### src/rtl/nand_cpu_pkg.sv
// Shared rename-stage types: map arrays, checkpoint pointers and sizing constants.
// Pure declarations; no timing or flow-control behaviour of its own.
package nand_cpu_pkg;

    localparam int NUM_ARCH_R = 8;
    localparam int NUM_ARCH_S = 2;
    localparam int NUM_D_REG  = 32;
    localparam int NUM_S_REG  = 8;
    localparam int NUM_CKPT   = 4;

    localparam int AR_W = $clog2(NUM_ARCH_R);
    localparam int AS_W = $clog2(NUM_ARCH_S);
    localparam int PR_W = $clog2(NUM_D_REG);
    localparam int PS_W = $clog2(NUM_S_REG);
    localparam int CK_W = $clog2(NUM_CKPT);

    typedef logic [NUM_ARCH_R-1:0][PR_W-1:0] r_map_t;
    typedef logic [NUM_ARCH_S-1:0][PS_W-1:0] s_map_t;

    // The wrap bit tells a full buffer apart from an empty one when idx matches.
    typedef struct packed {
        logic            wrap;
        logic [CK_W-1:0] idx;
    } ckpt_ptr_t;

    function automatic ckpt_ptr_t ckpt_inc(input ckpt_ptr_t p);
        logic [CK_W:0] v;
        v = p;
        v = v + (CK_W+1)'(1);
        return v;
    endfunction

endpackage

### src/rtl/register_alias_table_if.sv
// Decode-side bundle of the register alias table: rename request, lookups, recovery.
// Outputs are combinational from RAT state; stall is the only backpressure.
interface register_alias_table_if;
    import nand_cpu_pkg::*;

    logic            rename_valid;
    logic [AR_W-1:0] arch_ra;
    logic [AR_W-1:0] arch_rb;
    logic [AS_W-1:0] arch_rs_src;
    logic [AR_W-1:0] arch_rw;
    logic [AS_W-1:0] arch_rs_dst;
    logic            use_rw;
    logic            use_rs;
    logic            is_branch;
    logic [PR_W-1:0] new_rw;
    logic [PS_W-1:0] new_rs;
    logic [PR_W-1:0] phys_ra;
    logic [PR_W-1:0] phys_rb;
    logic [PS_W-1:0] phys_rs_src;
    logic [PR_W-1:0] old_rw;
    logic [PS_W-1:0] old_rs;
    logic [CK_W-1:0] ckpt_id;
    logic            stall;
    logic            restore_valid;
    logic [CK_W-1:0] restore_id;
    logic            release_valid;

    modport master (
        output rename_valid, arch_ra, arch_rb, arch_rs_src, arch_rw, arch_rs_dst,
               use_rw, use_rs, is_branch, new_rw, new_rs,
               restore_valid, restore_id, release_valid,
        input  phys_ra, phys_rb, phys_rs_src, old_rw, old_rs, ckpt_id, stall
    );

    modport slave (
        input  rename_valid, arch_ra, arch_rb, arch_rs_src, arch_rw, arch_rs_dst,
               use_rw, use_rs, is_branch, new_rw, new_rs,
               restore_valid, restore_id, release_valid,
        output phys_ra, phys_rb, phys_rs_src, old_rw, old_rs, ckpt_id, stall
    );

endinterface

### src/rtl/rat_checkpoint_buffer.sv
// Circular buffer of map snapshots with head/tail pointers; snapshot read is combinational.
// Writes land at the next edge; caller must not write while full (it stalls instead).
module rat_checkpoint_buffer
    import nand_cpu_pkg::*;
#(
    parameter int DEPTH = 4
) (
    input  logic            clk,
    input  logic            n_rst,
    input  logic            snap_we,
    input  r_map_t          snap_r_wr,
    input  s_map_t          snap_s_wr,
    input  logic            release_valid,
    input  logic            restore_valid,
    input  logic [CK_W-1:0] restore_id,
    output logic [CK_W-1:0] tail_idx,
    output logic            full,
    output r_map_t          snap_r_rd,
    output s_map_t          snap_s_rd
);

    r_map_t    snap_r_q [DEPTH];
    r_map_t    snap_r_d [DEPTH];
    s_map_t    snap_s_q [DEPTH];
    s_map_t    snap_s_d [DEPTH];
    ckpt_ptr_t head_q, head_d;
    ckpt_ptr_t tail_q, tail_d;
    logic      empty;

    assign empty     = (head_q == tail_q);
    assign full      = (head_q.idx == tail_q.idx) && (head_q.wrap != tail_q.wrap);
    assign tail_idx  = tail_q.idx;
    assign snap_r_rd = snap_r_q[restore_id];
    assign snap_s_rd = snap_s_q[restore_id];

    always_comb begin
        snap_r_d = snap_r_q;
        snap_s_d = snap_s_q;
        if (snap_we) begin
            snap_r_d[tail_q.idx] = snap_r_wr;
            snap_s_d[tail_q.idx] = snap_s_wr;
        end
    end

    always_comb begin
        head_d = head_q;
        tail_d = tail_q;
        if (release_valid) begin
            head_d = ckpt_inc(head_q);
        end
        // Restored slot lies in [head, tail); below head.idx means it sits past the wrap.
        if (restore_valid) begin
            tail_d.idx  = restore_id;
            tail_d.wrap = (restore_id >= head_q.idx) ? head_q.wrap : ~head_q.wrap;
        end else if (snap_we) begin
            tail_d = ckpt_inc(tail_q);
        end
    end

    always_ff @(posedge clk) begin
        if (!n_rst) begin
            head_q <= '0;
            tail_q <= '0;
        end else begin
            head_q <= head_d;
            tail_q <= tail_d;
        end
    end

    always_ff @(posedge clk) begin
        snap_r_q <= snap_r_d;
        snap_s_q <= snap_s_d;
    end

    a_release_not_empty: assert property (
        @(posedge clk) disable iff (!n_rst) release_valid |-> !empty
    );

    a_release_restore_head: assert property (
        @(posedge clk) disable iff (!n_rst)
        (release_valid && restore_valid) |-> (restore_id != head_q.idx)
    );

endmodule

### src/rtl/register_alias_table.sv
// Architectural-to-physical rename map for R and S files with one-cycle branch recovery.
// Lookups are 0-cycle; updates land next edge; stall when a branch finds checkpoints full.
module register_alias_table #(
    parameter int NUM_ARCH_R = 8,
    parameter int NUM_ARCH_S = 2,
    parameter int NUM_D_REG  = 32,
    parameter int NUM_S_REG  = 8,
    parameter int NUM_CKPT   = 4
) (
    input  logic                   clk,
    input  logic                   n_rst,
    register_alias_table_if.slave  rat_if
);
    import nand_cpu_pkg::*;

    localparam int D_W = $clog2(NUM_D_REG);
    localparam int S_W = $clog2(NUM_S_REG);

    r_map_t          r_map_q, r_map_d, r_map_wr, r_ident, snap_r_rd;
    s_map_t          s_map_q, s_map_d, s_map_wr, s_ident, snap_s_rd;
    logic            accept;
    logic            full;
    logic [CK_W-1:0] tail_idx;

    always_comb begin
        r_ident = '0;
        s_ident = '0;
        for (int i = 0; i < NUM_ARCH_R; i++) r_ident[i] = D_W'(i);
        for (int i = 0; i < NUM_ARCH_S; i++) s_ident[i] = S_W'(i);
    end

    // Stall looks only at registered fullness, so a same-cycle release cannot clear it.
    assign rat_if.stall = rat_if.rename_valid & rat_if.is_branch & full;
    assign accept       = rat_if.rename_valid & ~rat_if.stall & ~rat_if.restore_valid;

    // Sources read the pre-update map: no bypass from this instruction's own destination.
    assign rat_if.phys_ra     = r_map_q[rat_if.arch_ra];
    assign rat_if.phys_rb     = r_map_q[rat_if.arch_rb];
    assign rat_if.phys_rs_src = s_map_q[rat_if.arch_rs_src];
    assign rat_if.old_rw      = r_map_q[rat_if.arch_rw];
    assign rat_if.old_rs      = s_map_q[rat_if.arch_rs_dst];
    assign rat_if.ckpt_id     = tail_idx;

    always_comb begin
        r_map_wr = r_map_q;
        s_map_wr = s_map_q;
        if (rat_if.use_rw) r_map_wr[rat_if.arch_rw]     = rat_if.new_rw;
        if (rat_if.use_rs) s_map_wr[rat_if.arch_rs_dst] = rat_if.new_rs;
    end

    always_comb begin
        r_map_d = r_map_q;
        s_map_d = s_map_q;
        if (rat_if.restore_valid) begin
            r_map_d = snap_r_rd;
            s_map_d = snap_s_rd;
        end else if (accept) begin
            r_map_d = r_map_wr;
            s_map_d = s_map_wr;
        end
    end

    always_ff @(posedge clk) begin
        if (!n_rst) begin
            r_map_q <= r_ident;
            s_map_q <= s_ident;
        end else begin
            r_map_q <= r_map_d;
            s_map_q <= s_map_d;
        end
    end

    // The snapshot holds the map after the branch's own destination write.
    rat_checkpoint_buffer #(
        .DEPTH (NUM_CKPT)
    ) u_ckpt (
        .clk           (clk),
        .n_rst         (n_rst),
        .snap_we       (accept & rat_if.is_branch),
        .snap_r_wr     (r_map_wr),
        .snap_s_wr     (s_map_wr),
        .release_valid (rat_if.release_valid),
        .restore_valid (rat_if.restore_valid),
        .restore_id    (rat_if.restore_id),
        .tail_idx      (tail_idx),
        .full          (full),
        .snap_r_rd     (snap_r_rd),
        .snap_s_rd     (snap_s_rd)
    );

endmodule

### src/flat_wrapper.sv
// flat-port wrapper written by rule: the top's interface ports become plain ports
module register_alias_table_flat import nand_cpu_pkg::*;
#(
    parameter int NUM_ARCH_R = 8,
    parameter int NUM_ARCH_S = 2,
    parameter int NUM_D_REG  = 32,
    parameter int NUM_S_REG  = 8,
    parameter int NUM_CKPT   = 4
)
  (clk, n_rst, rat_if_rename_valid, rat_if_arch_ra, rat_if_arch_rb, rat_if_arch_rs_src, rat_if_arch_rw, rat_if_arch_rs_dst, rat_if_use_rw, rat_if_use_rs, rat_if_is_branch, rat_if_new_rw, rat_if_new_rs, rat_if_restore_valid, rat_if_restore_id, rat_if_release_valid, rat_if_phys_ra, rat_if_phys_rb, rat_if_phys_rs_src, rat_if_old_rw, rat_if_old_rs, rat_if_ckpt_id, rat_if_stall);
  register_alias_table_if rat_if_i ();
  input  logic clk;
  input  logic n_rst;
  input wire logic [$bits(rat_if_i.rename_valid)-1:0] rat_if_rename_valid;
  input wire logic [$bits(rat_if_i.arch_ra)-1:0] rat_if_arch_ra;
  input wire logic [$bits(rat_if_i.arch_rb)-1:0] rat_if_arch_rb;
  input wire logic [$bits(rat_if_i.arch_rs_src)-1:0] rat_if_arch_rs_src;
  input wire logic [$bits(rat_if_i.arch_rw)-1:0] rat_if_arch_rw;
  input wire logic [$bits(rat_if_i.arch_rs_dst)-1:0] rat_if_arch_rs_dst;
  input wire logic [$bits(rat_if_i.use_rw)-1:0] rat_if_use_rw;
  input wire logic [$bits(rat_if_i.use_rs)-1:0] rat_if_use_rs;
  input wire logic [$bits(rat_if_i.is_branch)-1:0] rat_if_is_branch;
  input wire logic [$bits(rat_if_i.new_rw)-1:0] rat_if_new_rw;
  input wire logic [$bits(rat_if_i.new_rs)-1:0] rat_if_new_rs;
  input wire logic [$bits(rat_if_i.restore_valid)-1:0] rat_if_restore_valid;
  input wire logic [$bits(rat_if_i.restore_id)-1:0] rat_if_restore_id;
  input wire logic [$bits(rat_if_i.release_valid)-1:0] rat_if_release_valid;
  output wire logic [$bits(rat_if_i.phys_ra)-1:0] rat_if_phys_ra;
  output wire logic [$bits(rat_if_i.phys_rb)-1:0] rat_if_phys_rb;
  output wire logic [$bits(rat_if_i.phys_rs_src)-1:0] rat_if_phys_rs_src;
  output wire logic [$bits(rat_if_i.old_rw)-1:0] rat_if_old_rw;
  output wire logic [$bits(rat_if_i.old_rs)-1:0] rat_if_old_rs;
  output wire logic [$bits(rat_if_i.ckpt_id)-1:0] rat_if_ckpt_id;
  output wire logic [$bits(rat_if_i.stall)-1:0] rat_if_stall;
  assign rat_if_i.rename_valid = rat_if_rename_valid;
  assign rat_if_i.arch_ra = rat_if_arch_ra;
  assign rat_if_i.arch_rb = rat_if_arch_rb;
  assign rat_if_i.arch_rs_src = rat_if_arch_rs_src;
  assign rat_if_i.arch_rw = rat_if_arch_rw;
  assign rat_if_i.arch_rs_dst = rat_if_arch_rs_dst;
  assign rat_if_i.use_rw = rat_if_use_rw;
  assign rat_if_i.use_rs = rat_if_use_rs;
  assign rat_if_i.is_branch = rat_if_is_branch;
  assign rat_if_i.new_rw = rat_if_new_rw;
  assign rat_if_i.new_rs = rat_if_new_rs;
  assign rat_if_i.restore_valid = rat_if_restore_valid;
  assign rat_if_i.restore_id = rat_if_restore_id;
  assign rat_if_i.release_valid = rat_if_release_valid;
  assign rat_if_phys_ra = rat_if_i.phys_ra;
  assign rat_if_phys_rb = rat_if_i.phys_rb;
  assign rat_if_phys_rs_src = rat_if_i.phys_rs_src;
  assign rat_if_old_rw = rat_if_i.old_rw;
  assign rat_if_old_rs = rat_if_i.old_rs;
  assign rat_if_ckpt_id = rat_if_i.ckpt_id;
  assign rat_if_stall = rat_if_i.stall;
  register_alias_table #(.NUM_ARCH_R(NUM_ARCH_R), .NUM_ARCH_S(NUM_ARCH_S), .NUM_D_REG(NUM_D_REG), .NUM_S_REG(NUM_S_REG), .NUM_CKPT(NUM_CKPT)) u_core (.clk(clk), .n_rst(n_rst), .rat_if(rat_if_i));
endmodule
### config.mk
export PLATFORM = sky130hd
export DESIGN_NAME = register_alias_table_flat
export DESIGN_NICKNAME = d
export VERILOG_FILES = /design/src/rtl/nand_cpu_pkg.sv /design/src/rtl/register_alias_table_if.sv /design/src/rtl/rat_checkpoint_buffer.sv /design/src/rtl/register_alias_table.sv /design/src/flat_wrapper.sv
export SDC_FILE = /design/constraint.sdc
export NUM_CORES = 1
export LEC_CHECK = 0
export ABC_AREA = 1
export CORE_MARGIN = 5
export CORE_UTILIZATION = 60
export DETAILED_ROUTE_END_ITERATION = 7
export PLACE_DENSITY = 0.79
export SYNTH_ARGS = -nofsm -noshare
export SYNTH_HDL_FRONTEND = slang
export SYNTH_HIERARCHICAL = 1
export SYNTH_SLANG_ARGS = --single-unit
### constraint.sdc
create_clock -name clk -period 3.1 [get_ports clk]
set_input_delay 0.465 -clock clk [delete_from_list [all_inputs] [get_ports clk]]
set_output_delay 0.465 -clock clk [all_outputs]
set_load 0.005 [all_outputs]
# == Word level (Yosys, flattened, before mapping) ==
# Index checks and enable logic that the tools add are counted.
# classes
add_sub_neg,2
order_cmp,11
eq_ne,2
mux,37
n_bitwise,10
reduce_logical,6
# ops
cell,count
$mux W40,6
$bwmux W160,1
$bmux W40 S2,1
$demux W40 S2,1
$bmux W5 S3,3
$bwmux W40,1
$mux W6,6
$bwmux W24,1
$mux W3,7
$mux W5,4
$demux W5 S3,1
$bmux W6 S2,1
$demux W6 S2,1
$lt A3 B4 Y1 const B,3
$add A3 B1 Y3 const B,2
$bwmux W6,1
$ge A3 B3 Y1 const B,2
$not A2 Y3,2
$and A1 B1 Y1,5
$logic_and A1 B1 Y1,4
$lt A1 B2 Y1 const B,2
$reduce_bool A2 Y1,2
$demux W3 S1,1
$ge A3 B1 Y1 const B,1
other kinds (7),9
# word_totals
reg_bits,236
inputBits,29
out_inout_bits,24
wordCells,122

# == Longest topological paths before layout ==
# logic_depth
depth_word,9
ltp_mapped,13
ltp_nobuf,11

# == By module ==
# The synthesis kept the hierarchy.
# by_module_without_submodules
mod,instances,cells_each,area_each_um2,seq_area_each_um2
rat_checkpoint_buffer,1,511,7437.1,5645.4
register_alias_table,1,737,4036.4,920.9

# == Least setup slack after synthesis ==
# No wires, ideal clock.
# synth_timing
kind,register to register
startpoint,"register u_core.u_ckpt.tail_q, in the netlist u_core/u_ckpt/tail_idx[0]"
endpoint,"register u_core/u_ckpt/snap_r_q[100] (netlist bit), enable pin"
setup_ns,0.400
t_arrival_ns,2.393
t_required_ns,2.700
slack_ns,0.306
stages_incl_launch_ff,12
n_path_buf,2
period_less_slack_ns,2.794
path_cell_list,dfxtp_1 > xor2_1 > nor3_1 > nand2_1 > nand2_2 > clkbuf_1 > inv_1 > nand2_1 > nor2_1 > clkbuf_1 > nand2_1 > inv_1
# synth_between
elab_chain_cells,7
# synth_rtl
item,line,rtl
start: declaration,rat_checkpoint_buffer.sv:27,"ckpt_ptr_t tail_q, tail_d;"
start signal: assignment,rat_checkpoint_buffer.sv:66,tail_q <= tail_d;
$eq A2 B2 Y1,rat_checkpoint_buffer.sv:31,assign full = (head_q.idx == tail_q.idx) && (head_q.wrap != tail_q.wrap);
$logic_and A1 B1 Y1,rat_checkpoint_buffer.sv:31,
net u_core.full,register_alias_table.sv:22,logic full;
$and A1 B1 Y1,register_alias_table.sv:33,assign rat_if.stall = rat_if.rename_valid & rat_if.is_branch & full;
$not A1 Y1,register_alias_table.sv:34,assign accept = rat_if.rename_valid & ~rat_if.stall & ~rat_if.restore_valid;
$and A1 B1 Y1 (2 in series),register_alias_table.sv:34,
$and A1 B1 Y1,register_alias_table.sv:79,".snap_we (accept & rat_if.is_branch),"
end signal: assignment,rat_checkpoint_buffer.sv:71,snap_r_q <= snap_r_d;
end: declaration,rat_checkpoint_buffer.sv:22,r_map_t snap_r_q [DEPTH];
# The timed path passes the listed nets, and every way through them passes these cells.
# A chain may end at the register's enable or synchronous reset.

# == Final worst setup path ==
# layout_timing
startpoint,input rat_if_arch_rw[2]
endpoint,output rat_if_old_rw[3]
# layout_between
elab_chain_cells,2
# layout_rtl
item,line,rtl
start: declaration,flat_wrapper.sv:18,input wire logic [$bits(rat_if_i.arch_rw)-1:0] rat_if_arch_rw;
$bmux W5 S3,register_alias_table.sv:40,assign rat_if.old_rw = r_map_q[rat_if.arch_rw];
$mux W5 (implied by the code),register_alias_table.sv:40,
end: declaration,flat_wrapper.sv:31,output wire logic [$bits(rat_if_i.old_rw)-1:0] rat_if_old_rw;
# No other way between the ends. The select of a mux whose other input is x is not followed.

==> results.tsv <==
stage	metric	value	unit
setup_path	arrival	2290	ps
timing	fmax	362	MHz
setup_path	slowest_stage	clkdlybuf4s50_1	
routing	drt-initial-drc-count	947	
cts	cts_buffers	24	
setup_path	critPathMaxFanout	7	
routing	ant_nets	0	
final_layout	nFillCells	1399	
pwr	p_leak	0.00506	uW
floorplanning	die_w	148	um
cts	cts_tree	yes	
yosys	syn_nets	1284	
grt	grt_usage	0.276	
setup_path	critPathCaptureType	output port	
cts	clkTransAtPathRegs	70	ps
placement	placed_area	12200	um2
floorplanning	initial_core_util	0.611	
run_status	status	complete, no violations	
final_layout	layout.cells.non_filler	1537	
flow_run	maxCapViolations	0	
floorplanning	die_area	22000	um2
timing	finClkSkew	11.5	ps
grt	grt_max_degree	94	
grt	antenna_found_initial	0	
setup_path	path_common_cell	clkdlybuf4s50_1	
floorplanning	io_pins	53	
routing	first_pass_iters	6	
yosys	synth_area_leader_cell	edfxtp_1	
yosys	syn_avg_cell_area	9.19	um2
yosys	synthCells	1248	
timing	fin_crit_sh	0.890	
placement	io_buffers	52	
floorplanning	row_count	50	
final_layout	area_growth	13.9	%
routing	via_per_inst	6.10	
routing	wirelength	30400	um
yosys	synth_area_leaders	edfxtp_1 (48%), dfxtp_1 (9.1%), nand2_1 (7.6%), o21ai_0 (5.7%), nand3_1 (4.3%)	
timing	relSlewSlack	0.518	
min_path	hp-class	input port to register	
yosys	ys_ff_latch	236	
timing	finalMaxSlewViolations	0	
setup_path	cp_top_family	buffers and inverters	
setup_path	cp.required	2630	ps
timing	setup_tns	0	ps
routing	drc	0	
timing	hold_violations	0	
floorplanning	fp.dieH	148	um
yosys	yosysWarnings	6	
cts	htreeDepth	1	
grt	grt_pass1_wl	48100	um
grt	grt_pass1_vias	8782	
cts	cts_root_buffer	clkbuf_16	
setup_path	crit_chain	clkdlybuf4s50_1 -> inv_2 -> nor2_2 -> o211ai_1 -> nand4_1 -> clkdlybuf4s50_1	
setup_path	critical_path_class	input port to output port	
yosys	synth_top_area_share	0.482	
final_layout	drive_gt1_frac	0.0936	
timing	fin_crit	2760	ps
setup_path	cp-start-kind	input port	
pwr	power_density	580	nW/um2
cts	numClockSinks	236	
timing	setup_viol	0	
placement	dp_hpwl	19400	um
final_layout	diodes	0	
final_layout	nNetsFinal	1321	
routing	vias	9381	
yosys	synth_cell_types	32	
placement	dp_cells	1493	
floorplanning	core	18800	um2
routing	routedWlPerCell	19.8	um
yosys	synth_area	11500	um2
timing	worst_pin_slew	724	ps
final_layout	fin_area	13100	um2
yosys	ys_seq_area_frac	0.572	
timing	rsz0062_at_grt	false	
cts	post_cts_resized	0	
cts	clk_latency	510	ps
setup_path	crit_path_max_incr_delay	610	ps
grt	overflow	0	
cts	clk_path_buf_depth	3	
setup_path	path_buf_inv	3	
cts	cts_hold_buf	0	
pwr	ir_worst_vdd	0.000486	V
placement	gp_congestion	0.942	
cts	cts_setup_buffers	0	
cells by family after synthesis:
kind of cell	synth area share
buffers and inverters	0.0731
DFF	0.572
AOI/OAI and AO/OA	0.155
and+or+nand+nor	0.189
xor gates and xnor gates	0.00305
adders and majority gates	0.00763
Yosys cell counts (all sizes together):
master  number
nand4        6
nand2      239
buf         41
inv        118
xor2         2
nand3       99
o22ai       46
o21ai      167
o221ai       1
ha           7
nor2       119
and2        28
edfxtp     184
dfxtp       52
xnor2        2
clkbuf      30
a21oi       86
o211ai      19
nor3         2
tightest hold or removal path: stages:
cell and delay (ps):
buf_2 130, nand3_1 80, a21oi_1 60
stage by stage:
| stage | util | setup slack (ps) | hold WS [ps] | power, uW |
|---|---|---|---|---|
| after floorplan | - | 306 | 442 | 4200 |
| after global placement | 0.650 | 406 | 458 | 4520 |
| after detailed placement | 0.650 | 396 | 473 | 4540 |
| after CTS | 0.696 | 383 | 256 | 7590 |
| after global routing | 0.696 | 268 | 293 | 7850 |
| final | 0.696 | 340 | 269 | 7590 |
cell usage in the layout, fill, tap and decap left out, drive strengths merged:
cell | synthesis | layout
xnor2 | 2 | 2
clkbuf | 30 | 30
buf | 41 | 33
clkinvlp | 0 | 3
nand2 | 239 | 239
o22ai | 46 | 46
nor3 | 2 | 2
o211ai | 19 | 19
clkinv | 0 | 6
and2 | 28 | 28
inv | 118 | 119
o21ai | 167 | 167
bufinv | 0 | 4
nand4 | 6 | 6
nor2 | 119 | 119
ha | 7 | 7
dfxtp | 52 | 52
a21oi | 86 | 86
clkdlybuf4s50 | 0 | 49
o221ai | 1 | 1
edfxtp | 184 | 184
xor2 | 2 | 2
nand3 | 99 | 99
routing by layer:
layer | track usage | vias to the layer above | part of all wire | routed length [um]
li1 | - | 4365 | - | -
met1 | 0.375 | 4408 | 0.39 | 11900
met4 | 0.0850 | 0 | 0.031 | 937
met3 | 0.0484 | 67 | 0.10 | 3130
met2 | 0.458 | 541 | 0.47 | 14500
met5 | 0 | - | 0 | 0
sequential cells by signal, indices dropped and copies added, names as in the netlist:
name / cells
u_core/u_ckpt/head_q: 3
u_core/u_ckpt/snap_r_q: 160
u_core/s_map_q: 6
u_core/u_ckpt/tail_idx: 2
u_core/u_ckpt/snap_s_q: 24
u_core/u_ckpt/tail_q: 1
u_core/r_map_q: 40
report_power, final:
| group | leakage [uW] | switching (uW) | internal, uW | total [uW] |
|---|---|---|---|---|
| combinational | 0.00254 | 576 | 312 | 888 |
| clock | 0.000418 | 1200 | 1890 | 3090 |
| sequential | 0.00210 | 77.4 | 3530 | 3610 |
| total | 0.00506 | 1850 | 5740 | 7590 |
area by class of cell:
| cell class | instances | area [um2] | area share |
|---|---|---|---|
| Inverter | 118 | 445 | 0.0341 |
| Clock inverter | 14 | 188 | 0.0144 |
| Tap cell | 234 | 293 | 0.0224 |
| Clock buffer | 30 | 676 | 0.0517 |
| Sequential cell | 236 | 6570 | 0.502 |
| Multi-Input combinational cell | 823 | 4070 | 0.311 |
| Timing Repair Buffer | 82 | 831 | 0.0636 |
path summary, 6_finish.rpt:
| kind | start | endpoint | slack (ps) | depth (start not counted) |
|---|---|---|---|---|
| worst max-delay path | rat_if_arch_rw[2] | rat_if_old_rw[3] | 340 | 6 |
| worst min-delay path | rat_if_restore_valid | u_core/u_ckpt/tail_q[2] | 270 | 3 |
| worst min register to register | u_core/r_map_q[36] | u_core/r_map_q[36] | 490 | 2 |
| worst max register to register | u_core/u_ckpt/tail_idx[1] | u_core/u_ckpt/snap_r_q[38] | 580 | 10 |
(Power assumes the default switching activity.)
